===== src/rtl/mac_tx_scheduler.sv =====
// Frame-atomic weighted round-robin scheduler merging NUM_Q AXI-stream TX queues onto one MAC TX port.
// Optional 802.1Qbv gating is enabled by defining ETH_TX_QBV_EN (adds the gate_open input).
module mac_tx_scheduler #(
  parameter int NUM_Q      = 4,
  parameter int DATA_W     = 128,
  parameter int IPG_CYCLES = 2
) (
  input  logic                       clk_sys,
  input  logic                       rst_sys,
  input  logic [NUM_Q-1:0]           q_tvalid,
  input  logic [NUM_Q-1:0]           q_tlast,
  input  logic [NUM_Q*DATA_W-1:0]    q_tdata,
  output logic [NUM_Q-1:0]           q_tready,
  output logic                       m_tvalid,
  output logic                       m_tlast,
  output logic [DATA_W-1:0]          m_tdata,
  input  logic                       m_tready,
  input  logic [NUM_Q*4-1:0]         cfg_weight,
  input  logic                       link_status,
  input  logic                       pause_active,
`ifdef ETH_TX_QBV_EN
  input  logic [NUM_Q-1:0]           gate_open,
`endif
  output logic [$clog2(NUM_Q)-1:0]   grant_q,
  output logic                       frame_start,
  output logic                       frame_done
);

  // state | meaning
  // IDLE  | waiting for link up, no pause and an eligible queue
  // ARB   | one cycle: pick first eligible queue from rr_ptr, latch grant_q
  // XFER  | pass-through of the granted queue until its tlast beat is accepted
  // GAP   | forced idle of IPG_CYCLES cycles on the MAC side

  localparam int QW = $clog2(NUM_Q);
  localparam int GW = (IPG_CYCLES > 1) ? $clog2(IPG_CYCLES) : 1;
  localparam logic [GW-1:0] GAP_LOAD = GW'((IPG_CYCLES > 0) ? IPG_CYCLES - 1 : 0);

  typedef enum logic [1:0] {S_IDLE, S_ARB, S_XFER, S_GAP} state_t;

  state_t            state;
  logic [QW-1:0]     rr_ptr;
  logic [3:0]        credit [NUM_Q];
  logic              first_beat;
  logic              chk_pending;
  logic [GW-1:0]     gap_cnt;

  logic [DATA_W-1:0] q_data   [NUM_Q];
  logic [3:0]        q_weight [NUM_Q];
  logic [NUM_Q-1:0]  gate_eff;
  logic [NUM_Q-1:0]  elig;
  logic              may_start;
  logic [QW-1:0]     pick_q;
  logic              pick_found;
  logic [QW:0]       pick_sum;
  logic              in_xfer;
  logic              accept;
  logic [3:0]        credit_inc;
  logic [QW-1:0]     next_g;

`ifdef ETH_TX_QBV_EN
  assign gate_eff = gate_open;
`else
  assign gate_eff = '1;
`endif

  always_comb begin
    for (int i = 0; i < NUM_Q; i++) begin
      q_data[i]   = q_tdata[i*DATA_W +: DATA_W];
      q_weight[i] = cfg_weight[i*4 +: 4];
      elig[i]     = q_tvalid[i] && (cfg_weight[i*4 +: 4] != 4'd0) && gate_eff[i];
    end
  end

  assign may_start = link_status && !pause_active;

  // Scan from the farthest candidate down so the nearest eligible queue wins.
  always_comb begin
    pick_found = 1'b0;
    pick_q     = '0;
    pick_sum   = '0;
    for (int k = NUM_Q - 1; k >= 0; k--) begin
      pick_sum = {1'b0, rr_ptr} + (QW+1)'(k);
      if (pick_sum >= (QW+1)'(NUM_Q))
        pick_sum = pick_sum - (QW+1)'(NUM_Q);
      if (elig[pick_sum[QW-1:0]]) begin
        pick_found = 1'b1;
        pick_q     = pick_sum[QW-1:0];
      end
    end
  end

  assign in_xfer = (state == S_XFER);

  always_comb begin
    for (int i = 0; i < NUM_Q; i++)
      q_tready[i] = in_xfer && (grant_q == QW'(i)) && m_tready;
  end

  assign m_tvalid    = in_xfer ? q_tvalid[grant_q] : 1'b0;
  assign m_tlast     = in_xfer ? q_tlast[grant_q]  : 1'b0;
  assign m_tdata     = in_xfer ? q_data[grant_q]   : '0;
  assign accept      = m_tvalid && m_tready;
  assign frame_start = accept && first_beat;
  assign frame_done  = accept && m_tlast;

  assign credit_inc = (credit[grant_q] == 4'hF) ? 4'hF : credit[grant_q] + 4'd1;
  assign next_g     = (grant_q == QW'(NUM_Q - 1)) ? '0 : grant_q + 1'b1;

  always_ff @(posedge clk_sys or posedge rst_sys) begin
    if (rst_sys) begin
      state       <= S_IDLE;
      rr_ptr      <= '0;
      grant_q     <= '0;
      first_beat  <= 1'b0;
      chk_pending <= 1'b0;
      gap_cnt     <= '0;
      for (int i = 0; i < NUM_Q; i++)
        credit[i] <= '0;
    end else begin
      chk_pending <= 1'b0;
      // A queue that keeps its turn but has nothing queued right after tlast yields.
      if (chk_pending && !q_tvalid[grant_q]) begin
        credit[grant_q] <= '0;
        rr_ptr          <= next_g;
      end
      case (state)
        S_IDLE: begin
          if (may_start && (|elig))
            state <= S_ARB;
        end
        S_ARB: begin
          if (may_start && pick_found) begin
            grant_q    <= pick_q;
            first_beat <= 1'b1;
            state      <= S_XFER;
          end else begin
            state <= S_IDLE;
          end
        end
        S_XFER: begin
          if (accept) begin
            first_beat <= 1'b0;
            if (m_tlast) begin
              if (credit_inc >= q_weight[grant_q]) begin
                credit[grant_q] <= '0;
                rr_ptr          <= next_g;
              end else begin
                credit[grant_q] <= credit_inc;
                rr_ptr          <= grant_q;
                chk_pending     <= 1'b1;
              end
              gap_cnt <= GAP_LOAD;
              state   <= (IPG_CYCLES > 0) ? S_GAP : S_IDLE;
            end
          end
        end
        S_GAP: begin
          if (gap_cnt == '0)
            state <= S_IDLE;
          else
            gap_cnt <= gap_cnt - 1'b1;
        end
        default: state <= S_IDLE;
      endcase
    end
  end

endmodule


===== config.mk =====
export PLATFORM = sky130hd
export DESIGN_NAME = mac_tx_scheduler
export DESIGN_NICKNAME = d
export VERILOG_FILES = /design/src/rtl/mac_tx_scheduler.sv
export SDC_FILE = /design/constraint.sdc
export NUM_CORES = 1
export LEC_CHECK = 0
export CORE_AREA = 2 2 261 263
export DETAILED_ROUTE_END_ITERATION = 7
export DIE_AREA = 0 0 263 265
export SYNTH_ARGS = -nofsm -noshare
export SYNTH_HDL_FRONTEND = slang
export SYNTH_SLANG_ARGS = --single-unit

===== constraint.sdc =====
create_clock -name clk_sys -period 2.8 [get_ports clk_sys]
set_clock_uncertainty 0.05 [all_clocks]
set_input_delay 0.28 -clock clk_sys [delete_from_list [all_inputs] [get_ports clk_sys]]
set_output_delay 0.28 -clock clk_sys [all_outputs]
set_load 0.05 [all_outputs]

==> results.py <==
metrics = {
    "timing": {
        "fmax_ghz": 0.362,
        "period_needed_ps": 2760,
        "finalSetupViolations": 0,
        "slew_headroom_pct": 39.0,
        "tightest_slew_ps": 916,
        "finalHoldViolations": 0,
        "holdWs_ps": 404,
        "rsz0062_at_grt": "yes",
        "period_share_pct": 98.5,
        "setup_slack_ps": 41.2,
        "drv_slew": 0,
    },
    "clock_tree": {
        "post_cts_buffers": 0,
        "cts.sinks": 25,
        "cts-hold-fix-buffers": 0,
        "cts_max_path_buffers": 2,
        "tritoncts": "built",
        "root_buffer": "clkbuf_16",
        "cts.reportedPaths.clkPinSlew_ps": 70,
        "htree_levels": 1,
        "cts_buffers": 3,
        "clock_latency_ps": 270,
    },
    "route": {
        "wl_met2_um": 23900,
        "vias": 7327,
        "wire_per_inst_um": 24.5,
        "viasPerCell": 3.67,
        "drcViolationCount": 0,
        "highest_layer": "met5",
        "wl_met3_um": 3710,
        "ant_nets": 0,
        "dr.pass1.iters": 4,
        "initialDrtViolationCount": 457,
        "wl_um": 48900,
        "m1WireLength_um": 20600,
    },
    "synth": {
        "synth_edf_count": 0,
        "synth_common_cells": "137 x mux4_2, 131 x and2_1, 28 x o21ai_0",
        "async_reset_ff_share_pct": 100,
        "synth_area_um2": 5480,
        "yosysMostFrequentCell": "mux4_2",
        "ys_types": 37,
        "synth_flop_cell": "dfrtp_1",
        "synth_seq_cells": 25,
        "ys_seq_area_share_pct": 11.4,
        "syn_area_per_cell_um2": 11.8,
        "synthCells": 463,
        "yosys_warnings": 0,
        "yosys.area.top_type_share_pct": 56.3,
        "synth_nets": 1013,
        "synth_top_cells_by_area": "mux4_2 56%, and2_1 15%, dfrtp_1 11%",
        "synth_top_area_cell": "mux4_2",
    },
    "floorplan": {
        "rows": 95,
        "ios": 679,
        "core_area_um2": 66800,
        "start_util_pct": 8.20,
        "die_w_um": 263,
        "die_y_um": 265,
        "die_area_um2": 69700,
    },
    "grt": {
        "grt_max_degree": 78,
        "grt_pass1_wl_um": 65800,
        "grt-ovfl-total": 0,
        "antenna_found_initial": 16,
        "grt_pass1_vias": 8056,
        "grt_util_all_layers_pct": 13.3,
    },
    "pwr": {
        "p_clk_share_pct": 3.7,
        "combPwrFrac_pct": 90.3,
        "p_sw_share_pct": 52.8,
        "seqPwrFrac_pct": 6.0,
        "p_int_mw": 4.35,
        "power.net_switching_mw": 4.87,
        "power_density_nw_per_um2": 693,
        "power.leakage_nw": 4.86,
        "peakVddDrop_uv": 556,
    },
    "setup_path": {
        "worstPathCellList": "mux4_2, ha_4, a31oi_4, inv_2, ha_4, a211oi_4, o211a_4, nor4_2, a221o_1",
        "r2r_slack_ps": 40,
        "critical_path.most_common_cell": "ha_4",
        "cp.required_ps": 2900,
        "critPathLaunchType": "register",
        "worst_ep_arrival_time_ps": 2860,
        "slowest_delay_ps": 570,
        "rr_worst_depth": 9,
        "setup.worst_path.class": "register to register",
        "path_max_fanout": 5,
        "cp_slowest_cell": "mux4_2",
        "critPathCaptureType": "register",
        "r2r-end": "rr_ptr[0]",
        "r2r_start": "grant_q[0]",
    },
    "final_layout": {
        "area_growth_pct": 143,
        "layout.nets": 1671,
        "stdcell_count": 1997,
        "drive_gt1_share_pct": 28.7,
    },
    "worst_hold_path": {
        "hp-class": "input port to asynchronous set/reset pin",
    },
    "run_status": {
        "status": "finished, final reports clean",
    },
    "place": {
        "place_ws_ps": -66.0,
        "dp_hpwl_um": 42800,
        "dp.cells": 1987,
        "gp_congestion": 1.02,
        "io_buffers": 678,
    },
    "job": {
        "drv_cap": 0,
    },
}
==> power by group through the flow <==
stage / logic [mW] / registers (mW) / clock network, mW
floorplan: 5.29 / 0.555 / 0
global placement: 8.16 / 0.548 / 0
detailed placement: 8.17 / 0.557 / 0
CTS: 8.35 / 0.552 / 0.341
global route: 8.78 / 0.564 / 0.356
finish: 8.33 / 0.552 / 0.339
==> worst max-delay path: cells and delay by family, from the launching register on <==
family	cells	cell delay, ps
mux	1	570
buf+inv	1	70
flops	1	460
fa+ha+maj	2	490
simple gates	1	40
compound gates	4	960
==> cell type report <==
class	count	area (µm²)
Timing Repair Buffer	701	6750
Sequential cell	25	633
Antenna cell	4	10.0
Fill cell	7244	53500
Tap cell	873	1090
Clock inverter	1	8.76
Clock buffer	3	75.1
Inverter	14	52.6
Multi-Input combinational cell	376	4680
==> layer usage <==
metal	global-route usage (%)	vias to the layer above
met2	23.3	420
met1	17.3	3724
met4	1.78	2
met3	2.55	21
met5	0	-
li1	-	3160
==> per-stage QoR <==
step | instance area, µm² | TNS [ps] | utilization [%] | power (mW)
finish | 13300 | 0 | 19.9 | 9.22
global placement | 13100 | -3.45 | 19.6 | 8.70
global route | 13300 | -131 | 19.9 | 9.70
detailed placement | 13100 | -215 | 19.6 | 8.73
CTS | 13200 | 0 | 19.8 | 9.24
floorplan | 5530 | -362 | - | 5.85
==> cell usage in the layout (no fill, tap or decap), types with 5 or more instances in the layout <==
cell and instances:
o21ai_1 13, mux4_2 138, clkdlybuf4s50_1 542, inv_1 13
nand2_1 27, buf_4 149, buf_12 7, nand3_1 5
ha_1 6, o21ai_0 13, nor2_1 5, and2_1 130
dfrtp_1 23
==> worst max-delay path by stage <==
| stage | start | end | slack (ps) | depth (start not counted) |
|---|---|---|---|---|
| finish | grant_q[0] | rr_ptr[0] | 40 | 9 |
| global route | grant_q[0] | rr_ptr[1] | -40 | 10 |
| CTS | grant_q[0] | rr_ptr[0] | 7 | 10 |
| detailed placement | grant_q[0] | credit[15] | -70 | 9 |
| global placement | grant_q[0] | rr_ptr[0] | -3 | 9 |
| floorplan | grant_q[0] | rr_ptr[0] | -130 | 11 |
==> flip-flops by register name, indices dropped and copies added, names as in the netlist, named ones only <==
name / count
gap_cnt: 1
state: 1
grant_q: 2
credit: 16
chk_pending: 1
first_beat: 1
rr_ptr: 2
==> timing repair <==
action | CTS | global route
gates resized for setup | 10 | 11
setup endpoints to repair | 17 | 30
endpoints found under the hold margin | 0 | 0
cloned | 1 | 1
pin swaps | 4 | 2
==> cell families (layout without fill, tap and decap cells) <==
family                     count (synthesis)  count (layout)  share of synthesized area, %
AOI/OAI and AO/OA                         45              46                          5.05
adders and majority gates                  9               9                          2.06
buffers and inverters                     63             719                          5.18
DFF                                       25              25                          11.4
muxes                                    138             138                          56.8
other                                      0               4                             0
and+or+nand+nor                          183             183                          19.5
(Power assumes the default switching activity.)
